## src/rtl/ana_scan_seq_pkg.sv

```systemverilog
// Shared definitions for the analog scan sequencer: FSM encoding, register map
// and CTRL/STATUS/RESULT bit positions.
package ana_scan_seq_pkg;

    typedef enum logic [2:0] {
        S_IDLE,
        S_SELECT,
        S_SETTLE,
        S_CONVERT,
        S_STORE
    } state_t;

    // mux_sel carries a 3-bit channel index, so NCH is limited to 8
    localparam int CH_W = 3;

    localparam logic [3:0] ADDR_CTRL   = 4'd0;
    localparam logic [3:0] ADDR_MASK   = 4'd1;
    localparam logic [3:0] ADDR_SETTLE = 4'd2;
    localparam logic [3:0] ADDR_STATUS = 4'd3;

    localparam int CTRL_RUN    = 0;
    localparam int CTRL_CONT   = 1;
    localparam int CTRL_IRQ_EN = 2;

    localparam int STAT_BUSY   = 0;
    localparam int STAT_DONE   = 1;
    localparam int STAT_TMO    = 2;
    localparam int STAT_CH_LSB = 4;

    localparam int RES_FRESH   = 15;

endpackage

```

## src/rtl/ana_scan_seq_next_ch.sv

```systemverilog
// Priority search: lowest enabled channel at or above ptr; when none exists,
// wrap is set and idx falls back to the lowest enabled channel overall.
module ana_next_ch
    import ana_scan_seq_pkg::*;
#(
    parameter int NCH = 8,
    parameter int CW  = CH_W
) (
    input  logic [NCH-1:0] mask,
    input  logic [CW:0]    ptr,
    output logic [CW-1:0]  idx,
    output logic           wrap
);

    // Both loops descend so the final assignment is the lowest matching index.
    always_comb begin
        idx  = '0;
        wrap = 1'b1;
        for (int i = NCH - 1; i >= 0; i--) begin
            if (mask[i]) idx = CW'(i);
        end
        for (int i = NCH - 1; i >= 0; i--) begin
            if (mask[i] && ((CW+1)'(i) >= ptr)) begin
                idx  = CW'(i);
                wrap = 1'b0;
            end
        end
    end

endmodule

```

## src/rtl/ana_scan_seq.sv

```systemverilog
// Analog mux scan sequencer: walks the enabled channels, settles the mux,
// starts the ADC, stores each result and exposes everything on an Avalon slave.
module ana_scan_seq
    import ana_scan_seq_pkg::*;
#(
    parameter int NCH      = 8,
    parameter int SETTLE_W = 16,
    parameter int TMO      = 1023
) (
    input  logic        clk,
    input  logic        reset_n,
    input  logic [3:0]  address,
    input  logic        chipselect,
    input  logic        write_n,
    input  logic        read_n,
    input  logic [15:0] writedata,
    output logic [15:0] readdata,
    output logic [3:0]  mux_sel,
    output logic        adc_start,
    input  logic        adc_done,
    input  logic [11:0] adc_data,
    output logic        irq
);

    localparam int TW = $clog2(TMO + 1);

    state_t               state, state_nx;
    logic                 run, cont, irq_en, done, tmo_flag, mux_en, busy;
    logic [NCH-1:0]       mask, fresh;
    logic [NCH-1:0][11:0] res;
    logic [SETTLE_W-1:0]  settle, scnt;
    logic [TW-1:0]        tcnt;
    logic [CH_W-1:0]      ch, ptr, nx_idx;
    logic [CH_W:0]        srch_ptr;
    logic                 nx_wrap, wr, rd, tmo_hit, settle_end;
    logic [11:0]          conv_data;
    logic [15:0]          rd_mux;

    assign wr         = chipselect & ~write_n;
    assign rd         = chipselect & ~read_n;
    assign busy       = (state != S_IDLE);
    assign mux_sel    = {mux_en, ch};
    assign irq        = irq_en & (done | tmo_flag);
    assign tmo_hit    = (tcnt == TW'(TMO - 1));
    assign settle_end = (scnt <= SETTLE_W'(1));

    // One search unit: SELECT looks from the pointer, STORE looks past the current channel.
    assign srch_ptr = (state == S_STORE) ? ({1'b0, ch} + (CH_W+1)'(1)) : {1'b0, ptr};

    ana_next_ch #(.NCH(NCH), .CW(CH_W)) u_next_ch (
        .mask (mask),
        .ptr  (srch_ptr),
        .idx  (nx_idx),
        .wrap (nx_wrap)
    );

    always_ff @(posedge clk or negedge reset_n) begin
        if (!reset_n) state <= S_IDLE;
        else          state <= state_nx;
    end

    always_comb begin
        state_nx = state;
        case (state)
            S_IDLE:    if (run && mask != '0) state_nx = S_SELECT;
            S_SELECT:  state_nx = (mask == '0) ? S_IDLE : S_SETTLE;
            S_SETTLE:  if (settle_end) state_nx = S_CONVERT;
            S_CONVERT: if (adc_done || tmo_hit) state_nx = S_STORE;
            S_STORE:   state_nx = (!run || (nx_wrap && !cont)) ? S_IDLE : S_SELECT;
            default:   state_nx = S_IDLE;
        endcase
    end

    always_ff @(posedge clk or negedge reset_n) begin
        if (!reset_n) begin
            run       <= 1'b0;
            cont      <= 1'b0;
            irq_en    <= 1'b0;
            done      <= 1'b0;
            tmo_flag  <= 1'b0;
            mux_en    <= 1'b0;
            adc_start <= 1'b0;
            mask      <= '0;
            fresh     <= '0;
            res       <= '0;
            settle    <= '0;
            scnt      <= '0;
            tcnt      <= '0;
            ch        <= '0;
            ptr       <= '0;
            conv_data <= '0;
        end else begin
            adc_start <= 1'b0;
            // Host clears come first so a same-cycle FSM set or store wins.
            if (rd && address[3]) fresh[address[CH_W-1:0]] <= 1'b0;
            if (wr && address == ADDR_STATUS) begin
                if (writedata[STAT_DONE]) done     <= 1'b0;
                if (writedata[STAT_TMO])  tmo_flag <= 1'b0;
            end

            case (state)
                S_IDLE: if (run && mask == '0) run <= 1'b0;
                S_SELECT: begin
                    if (mask == '0) begin
                        run <= 1'b0;
                    end else begin
                        ch     <= nx_idx;
                        mux_en <= 1'b1;
                        scnt   <= (settle == '0) ? SETTLE_W'(1) : settle;
                    end
                end
                S_SETTLE: begin
                    scnt <= scnt - SETTLE_W'(1);
                    if (settle_end) begin
                        adc_start <= 1'b1;
                        tcnt      <= '0;
                    end
                end
                S_CONVERT: begin
                    if (adc_done) begin
                        conv_data <= adc_data;
                    end else if (tmo_hit) begin
                        conv_data <= 12'hFFF;
                        tmo_flag  <= 1'b1;
                    end else begin
                        tcnt <= tcnt + TW'(1);
                    end
                end
                S_STORE: begin
                    res[ch]   <= conv_data;
                    fresh[ch] <= 1'b1;
                    ptr       <= (!run || nx_wrap) ? '0 : nx_idx;
                    // A stop request ends the scan without reporting done.
                    if (run && nx_wrap && !cont) begin
                        done <= 1'b1;
                        run  <= 1'b0;
                    end
                end
                default: ;
            endcase

            if (state_nx == S_IDLE) mux_en <= 1'b0;

            if (wr && address == ADDR_CTRL) begin
                run    <= writedata[CTRL_RUN];
                cont   <= writedata[CTRL_CONT];
                irq_en <= writedata[CTRL_IRQ_EN];
            end
            if (wr && address == ADDR_MASK)   mask   <= writedata[NCH-1:0];
            if (wr && address == ADDR_SETTLE) settle <= writedata[SETTLE_W-1:0];
        end
    end

    always_comb begin
        rd_mux = '0;
        if (address[3]) begin
            rd_mux[11:0]      = res[address[CH_W-1:0]];
            rd_mux[RES_FRESH] = fresh[address[CH_W-1:0]];
        end else begin
            case (address)
                ADDR_CTRL: begin
                    rd_mux[CTRL_RUN]    = run;
                    rd_mux[CTRL_CONT]   = cont;
                    rd_mux[CTRL_IRQ_EN] = irq_en;
                end
                ADDR_MASK:   rd_mux[NCH-1:0]      = mask;
                ADDR_SETTLE: rd_mux[SETTLE_W-1:0] = settle;
                ADDR_STATUS: begin
                    rd_mux[STAT_BUSY]              = busy;
                    rd_mux[STAT_DONE]              = done;
                    rd_mux[STAT_TMO]               = tmo_flag;
                    rd_mux[STAT_CH_LSB +: CH_W]    = ch;
                end
                default: ;
            endcase
        end
    end

    always_ff @(posedge clk or negedge reset_n) begin
        if (!reset_n) readdata <= '0;
        else if (rd)  readdata <= rd_mux;
    end

endmodule

```

## config.mk

```make
export PLATFORM = sky130hd
export DESIGN_NAME = ana_scan_seq
export DESIGN_NICKNAME = d
export VERILOG_FILES = /design/src/rtl/ana_scan_seq_pkg.sv /design/src/rtl/ana_scan_seq_next_ch.sv /design/src/rtl/ana_scan_seq.sv
export SDC_FILE = /design/constraint.sdc
export NUM_CORES = 1
export LEC_CHECK = 0
export BUFFER_PORTS_ARGS = -buffer_cell sky130_fd_sc_hd__clkbuf_2
export CAP_MARGIN = 10
export CORE_AREA = 2 2 111 167
export DETAILED_ROUTE_END_ITERATION = 10
export DIE_AREA = 0 0 113 169
export GPL_TIMING_DRIVEN = 0
export PLACE_DENSITY = 0.84
export SKIP_LAST_GASP = 1
export SYNTH_ARGS = -nofsm -noshare
export SYNTH_HDL_FRONTEND = slang
export SYNTH_SLANG_ARGS = --single-unit
```

## constraint.sdc

```tcl
create_clock -name clk -period 2.34 [get_ports clk]
set_input_delay 0.351 -clock clk [delete_from_list [all_inputs] [get_ports clk]]
set_output_delay 0.351 -clock clk [all_outputs]
set_load 0.03 [all_outputs]
```

### Word level (Yosys, flattened, before mapping)

Index checks and enable logic that the tools add are counted.

| operators by class | value |
|---|---|
| add/sub/neg operators | 3 |
| order comparisons | 13 |
| eq/ne operators | 16 |
| mux-type cells | 81 |
| bitwise gates (word level) | 10 |
| reductions and logical operators | 43 |

Operator list:

| operator | count |
|---|---|
| bitwise mux 96 bit | 1 |
| 2-to-1 mux 3 bit | 21 |
| 2-to-1 mux 12 bit | 5 |
| binary-select mux 12 bit (select 3 bit) | 1 |
| demux 12 bit (select 3 bit) | 1 |
| 2-to-1 mux 16 bit | 2 |
| one-hot mux 16 bit (2 select lines) | 1 |
| 2-to-1 mux 1 bit | 31 |
| 2-to-1 mux 10 bit | 3 |
| 2-to-1 mux 8 bit | 3 |
| logical AND 1 bit | 20 |
| one-hot mux 10 bit (2 select lines) | 1 |
| greater-or-equal comparator 3 x 4 -> 1 bit, first input constant | 4 |
| less-or-equal comparator 16 x 1 -> 1 bit, second input constant | 1 |
| logical NOT 16 bit | 1 |
| subtractor 16 x 1 -> 16 bit, second input constant | 1 |
| one-hot mux 3 bit (5 select lines) | 1 |
| one-hot mux 3 bit (4 select lines) | 1 |
| adder 10 x 1 -> 10 bit, second input constant | 1 |
| equality test 10 bit, second input constant | 1 |
| one-hot mux 3 bit (3 select lines) | 1 |
| bitwise AND 8 bit | 1 |
| equality test 4 x 2 -> 1 bit, second input constant | 2 |
| greater-or-equal comparator 1 x 4 -> 1 bit, first input constant | 2 |
| 34 further kinds | 59 |

| storage, ports and cells | value |
|---|---|
| register bits after elaboration | 198 |
| bits of input ports | 38 |
| output and inout port bits | 22 |
| word-level logic and storage cells | 191 |

### Longest topological paths before layout

| logic depth | value |
|---|---|
| word-level depth | 19 |
| depth in mapped cells | 8 |

### Hierarchy

From an unflattened synthesis, not the netlist that was laid out.

| unflattened totals | value |
|---|---|
| cell total of the unflattened synthesis | 821 |
| area total of the unflattened synthesis | 9631.7 µm² |

By module, submodules not included:

| module | times used | cells an instance | area an instance (µm²) | seq. area each (µm²) |
|---|---|---|---|---|
| ana_scan_seq | 1 | 778 | 9365.2 | 4954.8 |
| ana_next_ch | 1 | 43 | 266.5 | 0.0 |

### Worst setup path before layout

Ideal clock, no wire load.

| path | value |
|---|---|
| path kind | flip-flop to flip-flop |
| start | register ch[1] |
| end | register run |
| library setup time | 0.137 ns |
| arrival time | 2.306 ns |
| path slack | -0.103 ns |
| cell stages (with the launch flop) | 8 |
| path through | dfrtp_1 -> ha_1 -> nor4bb_1 -> a32oi_4 -> o211ai_2 -> o211ai_2 -> o311ai_2 -> o211ai_1 |

| on the way | value |
|---|---|
| longest elaborated chain between the ends | 16 |

Ends and longest elaborated chain:

| what | RTL line | source |
|---|---|---|
| start: declaration | ana_scan_seq.sv:33 | `logic [CH_W-1:0] ch, ptr, nx_idx;` |
| start signal: assignment | ana_scan_seq.sv:107 | `ch <= nx_idx;` |
| adder 3 x 1 -> 4 bit * | ana_scan_seq.sv:48 | `assign srch_ptr = (state == S_STORE) ? ({1'b0, ch} + (CH_W+1)'(1)) : {1'b0, ptr};` |
| 2-to-1 mux 4 bit * | ana_scan_seq.sv:48 |  |
| greater-or-equal comparator 3 x 4 -> 1 bit | ana_scan_seq_next_ch.sv:23 | `if (mask[i] && ((CW+1)'(i) >= ptr)) begin` |
| logical AND 1 bit | ana_scan_seq_next_ch.sv:23 |  |
| 2-to-1 mux 1 bit (7 in series) | ana_scan_seq_next_ch.sv:23 |  |
| 2-to-1 mux 1 bit * | ana_scan_seq_next_ch.sv:23 |  |
| logical AND 1 bit * (2 in series) | ana_scan_seq.sv:134 | `if (run && nx_wrap && !cont) begin` |
| != test 3 x 1 -> 1 bit (no source line) * | -- |  |
| AND reduction 4 bit (no source line) * | -- |  |
| end signal: assignment | ana_scan_seq.sv:145 | `run <= writedata[CTRL_RUN];` |
| end: declaration | ana_scan_seq.sv:28 | `logic run, cont, irq_en, done, tmo_flag, mux_en, busy;` |

Every way passes the cells marked *; elsewhere a longest branch is shown, timed or not.
A chain may end at the register's enable or synchronous reset.

### Worst setup path in the final report

| path | value |
|---|---|
| start | register state[2] |
| end | register res[47] in the netlist's numbering |

| on the way | value |
|---|---|
| longest elaborated chain between the ends | 1 |

Ends and longest elaborated chain:

| what | RTL line | source |
|---|---|---|
| start: declaration | ana_scan_seq.sv:27 | `state_t state, state_nx;` |
| start signal: assignment | ana_scan_seq.sv:59 | `else state <= state_nx;` |
| equality test 3 bit | ana_scan_seq.sv:101 | `case (state)` |
| end signal: indexed assignment | ana_scan_seq.sv:130 | `res[ch] <= conv_data;` |
| end: declaration | ana_scan_seq.sv:30 | `logic [NCH-1:0][11:0] res;` |

Every way passes these cells.

==> results.sh <==
export IMPL_totalPowerFinal_mw=10.0
export IMPL_worst_pin_slew_ns=0.844
export IMPL_worst_path_max_delay_cell="clkbuf_1"
export IMPL_fin_area_um2=11000
export IMPL_syn_avg_cell_area_um2=11.8
export IMPL_finalHoldViolCount=50
export IMPL_ir_drop_v=0.000574
export IMPL_setup_viol=4
export IMPL_dp_hpwl_mm=16.9
export IMPL_dr_pass1_iters=8
export IMPL_clock_path_buffers=2
export IMPL_critPathArrivalTime_ns=2.67
export IMPL_cts_tree="built"
export IMPL_synthSimpleGateAreaFrac=0.116
export IMPL_grt_pass1_vias=7504
export IMPL_syn_to_final_growth_pct=15.8
export IMPL_synth_edf_count=0
export IMPL_clk_pin_slew_ns=0.07
export IMPL_status="finished with violations"
export IMPL_syn_area_um2=9540
export IMPL_crit_fanout=10
export IMPL_utilization=0.623
export IMPL_yosysSeqAreaShare=0.520
export IMPL_fp_coreArea_um2=17700
export IMPL_path_buf_inv=3
export IMPL_drv_cap=0
export IMPL_antenna_cells=0
export IMPL_die_h_um=169
export IMPL_timing_rr_end="res[47]$_DFFE_PN0P_"
export IMPL_crit_family="buffers and inverters"
export IMPL_grt_first_pass_wirelength_mm=39.8
export IMPL_cp_start_kind="flop"
export IMPL_synth_flop_cell="dfrtp_1"
export IMPL_overflow=0
export IMPL_layout_drive_gt1_share=0.345
export IMPL_gr_usage_all_layers=0.270
export IMPL_post_synth_top_count_cell="dfrtp_1"
export IMPL_hold_class="primary input to async pin"
export IMPL_io_buffers=55
export IMPL_end_kind="flop"
export IMPL_rr_worst_depth=6
export IMPL_critical_path_max_stage_delay_ns=0.67
export IMPL_drt_iter0_markers=721
export IMPL_antenna_left=0
export IMPL_worstReg2RegStart="state[2]$_DFF_PN0_"
export IMPL_crit_required_ns=2.66
export IMPL_drv_slew=0
export IMPL_rows=60
export IMPL_postCtsHoldBufs=0
export IMPL_wl_per_cell_um=22.6
export IMPL_synth_mux_area_frac=0.207
export IMPL_timing_slew_headroom=0.437
export IMPL_finalClockSkew_ns=0.00738
export IMPL_yosys_top_cells_count="198 x dfrtp_1, 135 x mux2_2, 84 x nand2_1, 56 x nor2_1, 39 x o21ai_0"
export IMPL_clkLatencyLatePin_ns=0.44
export IMPL_synth_xor_area_frac=0.00459
export IMPL_period_minus_slack_ns=2.35
export IMPL_via_count=7387
export IMPL_finalCritPeriodShare=1.00
export IMPL_cts_buffers=17
export IMPL_finalWirelength_mm=25.6
export IMPL_synth_seq_cells=198
export IMPL_syn_inst=808
export IMPL_ios=60
export IMPL_synth_top_family_by_area="multiplexers"
export IMPL_vias_per_cell=6.53
export IMPL_drc_errors=6
export IMPL_clockRootBuffer="clkbuf_16"
export IMPL_gp_congestion=0.893
export IMPL_placed_cell_area_um2=10100
export IMPL_critPathKind="flop to flop"
export IMPL_violations="DRC, hold timing, setup timing"
export IMPL_htree_levels=4
export IMPL_start_util=0.538
export IMPL_cpMostUsedCell="buf_4"
export IMPL_netlist_top_cell_by_area="dfrtp_1"
export IMPL_holdWs_ns=-0.0366
export IMPL_power_leakage_nw=5.17
export IMPL_ys_types=69
export IMPL_clkSinkCount=198
export IMPL_grt_max_degree=111
export IMPL_synth_area_leaders="dfrtp_1 52%, mux2_2 16%, mux4_2 4.5%"
export IMPL_fmax_mhz=426
export IMPL_fin_ws_ns=-0.00657
export IMPL_synthesis_nets=851
export IMPL_die_area_um2=19100
export IMPL_tns_ns=-0.0102
export IMPL_power_density_nw_per_um2=906
export IMPL_nNetsFinal=946
export IMPL_synth_adder_area_share=0.00656
export IMPL_synthArstFlopShare=1.00
export IMPL_crit_chain="buf_4 -> nor3b_4 -> buf_4 -> nand3_1 -> clkbuf_1 -> mux2_2"
export IMPL_chipWidth_um=113
export IMPL_antenna_found_initial=0
export IMPL_synth_top_cell_area_share=0.520
export IMPL_synth_compound_area_frac=0.119
export IMPL_reg2reg_slack_ns=-0.007
export IMPL_yosysWarnings=0
[metrics by stage]
stage | instances | worst slack (ns)
4_1_cts | 1118 | -0.0238
3_3_place_gp | 1080 | -2.74
5_1_grt | 1132 | -0.0501
3_5_place_dp | 1081 | -0.427
2_1_floorplan | 808 | 0.00975
6_report | 1132 | -0.00657
[flip-flops by register name, indices dropped and copies added (netlist names)]
register / cells
tcnt: 10
res: 96
tmo_flag: 1
run: 1
mux_en: 1
adc_start: 1
cont: 1
fresh: 8
mask: 8
readdata: 16
settle: 16
done: 1
ptr: 3
irq_en: 1
scnt: 16
state: 3
ch: 3
conv_data: 12
[timing repair]
| item | 4_1_cts | 5_1_grt |
|---|---|---|
| setup endpoints to repair | 72 | 100 |
| buffers inserted | 6 | 15 |
| pin swaps | 3 | 13 |
| gates cloned | 0 | 1 |
| resized for setup | 15 | 37 |
| hold endpoints to repair | 0 | 0 |
[power breakdown]
| part | switching, mW | internal (mW) |
|---|---|---|
| registers | 0.706 | 3.95 |
| logic | 1.40 | 1.12 |
| clock network | 1.30 | 1.53 |
| total | 3.41 | 6.60 |
[cell families (layout without fill, tap and decap cells)]
family                     Yosys count  in the layout
muxes                              157            157
AOI/OAI and AO/OA                  155            155
buffers and inverters               60            167
DFF                                198            198
adders and majority gates            5              5
xor gates and xnor gates             5              5
and+or+nand+nor                    228            228
[layer usage]
layer,global-route usage,part of all wire,vias to the layer above
met2,0.463,0.52,418
met5,0,0,-
li1,-,-,3178
met4,0.148,0.057,0
met3,0.0598,0.067,129
met1,0.314,0.36,3662
[cells in the final DEF (no fill, tap or decap), types with 10 or more instances in the layout]
| master | netlist | routed |
|---|---|---|
| nor3_1 | 11 | 10 |
| buf_4 | 3 | 24 |
| nor2_1 | 56 | 56 |
| mux2_2 | 135 | 135 |
| o22a_1 | 12 | 12 |
| dfrtp_1 | 198 | 197 |
| a221oi_1 | 15 | 15 |
| a21oi_1 | 20 | 17 |
| nand3_1 | 14 | 14 |
| clkbuf_16 | 0 | 17 |
| o21ai_0 | 39 | 39 |
| inv_1 | 12 | 12 |
| a31oi_1 | 10 | 10 |
| nand2_1 | 84 | 83 |
| clkbuf_1 | 25 | 22 |
| mux4_2 | 19 | 19 |
| clkbuf_2 | 0 | 61 |
[how the worst max path moves through the flow]
stage | from | end | slack, ns | cells after the start
finish | state[2]$_DFF_PN0_ | res[47]$_DFFE_PN0P_ | -0.007 | 6
CTS | ch[1]$_DFFE_PN0P_ | run$_DFFE_PN0P_ | -0.02 | 7
global route | state[2]$_DFF_PN0_ | run$_DFFE_PN0P_ | -0.05 | 9
floorplan | ch[1]$_DFFE_PN0P_ | run$_DFFE_PN0P_ | 0.01 | 7
global placement | reset_n | res[80]$_DFFE_PN0P_ | -2.74 | 1
detailed placement | address[1] | readdata[1]$_DFFE_PN0P_ | -0.43 | 8
[cell type report]
class / instances / area (um2)
buffer: 45 / 236
clock buffer: 22 / 464
clock inverter: 9 / 93.8
fill: 1306 / 6670
inverter: 13 / 48.8
multi-input combinational: 550 / 4500
sequential: 198 / 4960
tap: 217 / 272
timing repair buffer: 78 / 478
[worst register-to-register path, cell delays in order, from the launching register on]
cell and delay [ns]:
dfrtp_1 0.42, buf_4 0.19, nor3b_4 0.16, buf_4 0.15, nand3_1 0.21, clkbuf_1 0.67, mux2_2 0.42
No activity file was read; power rests on OpenSTA's default activity.
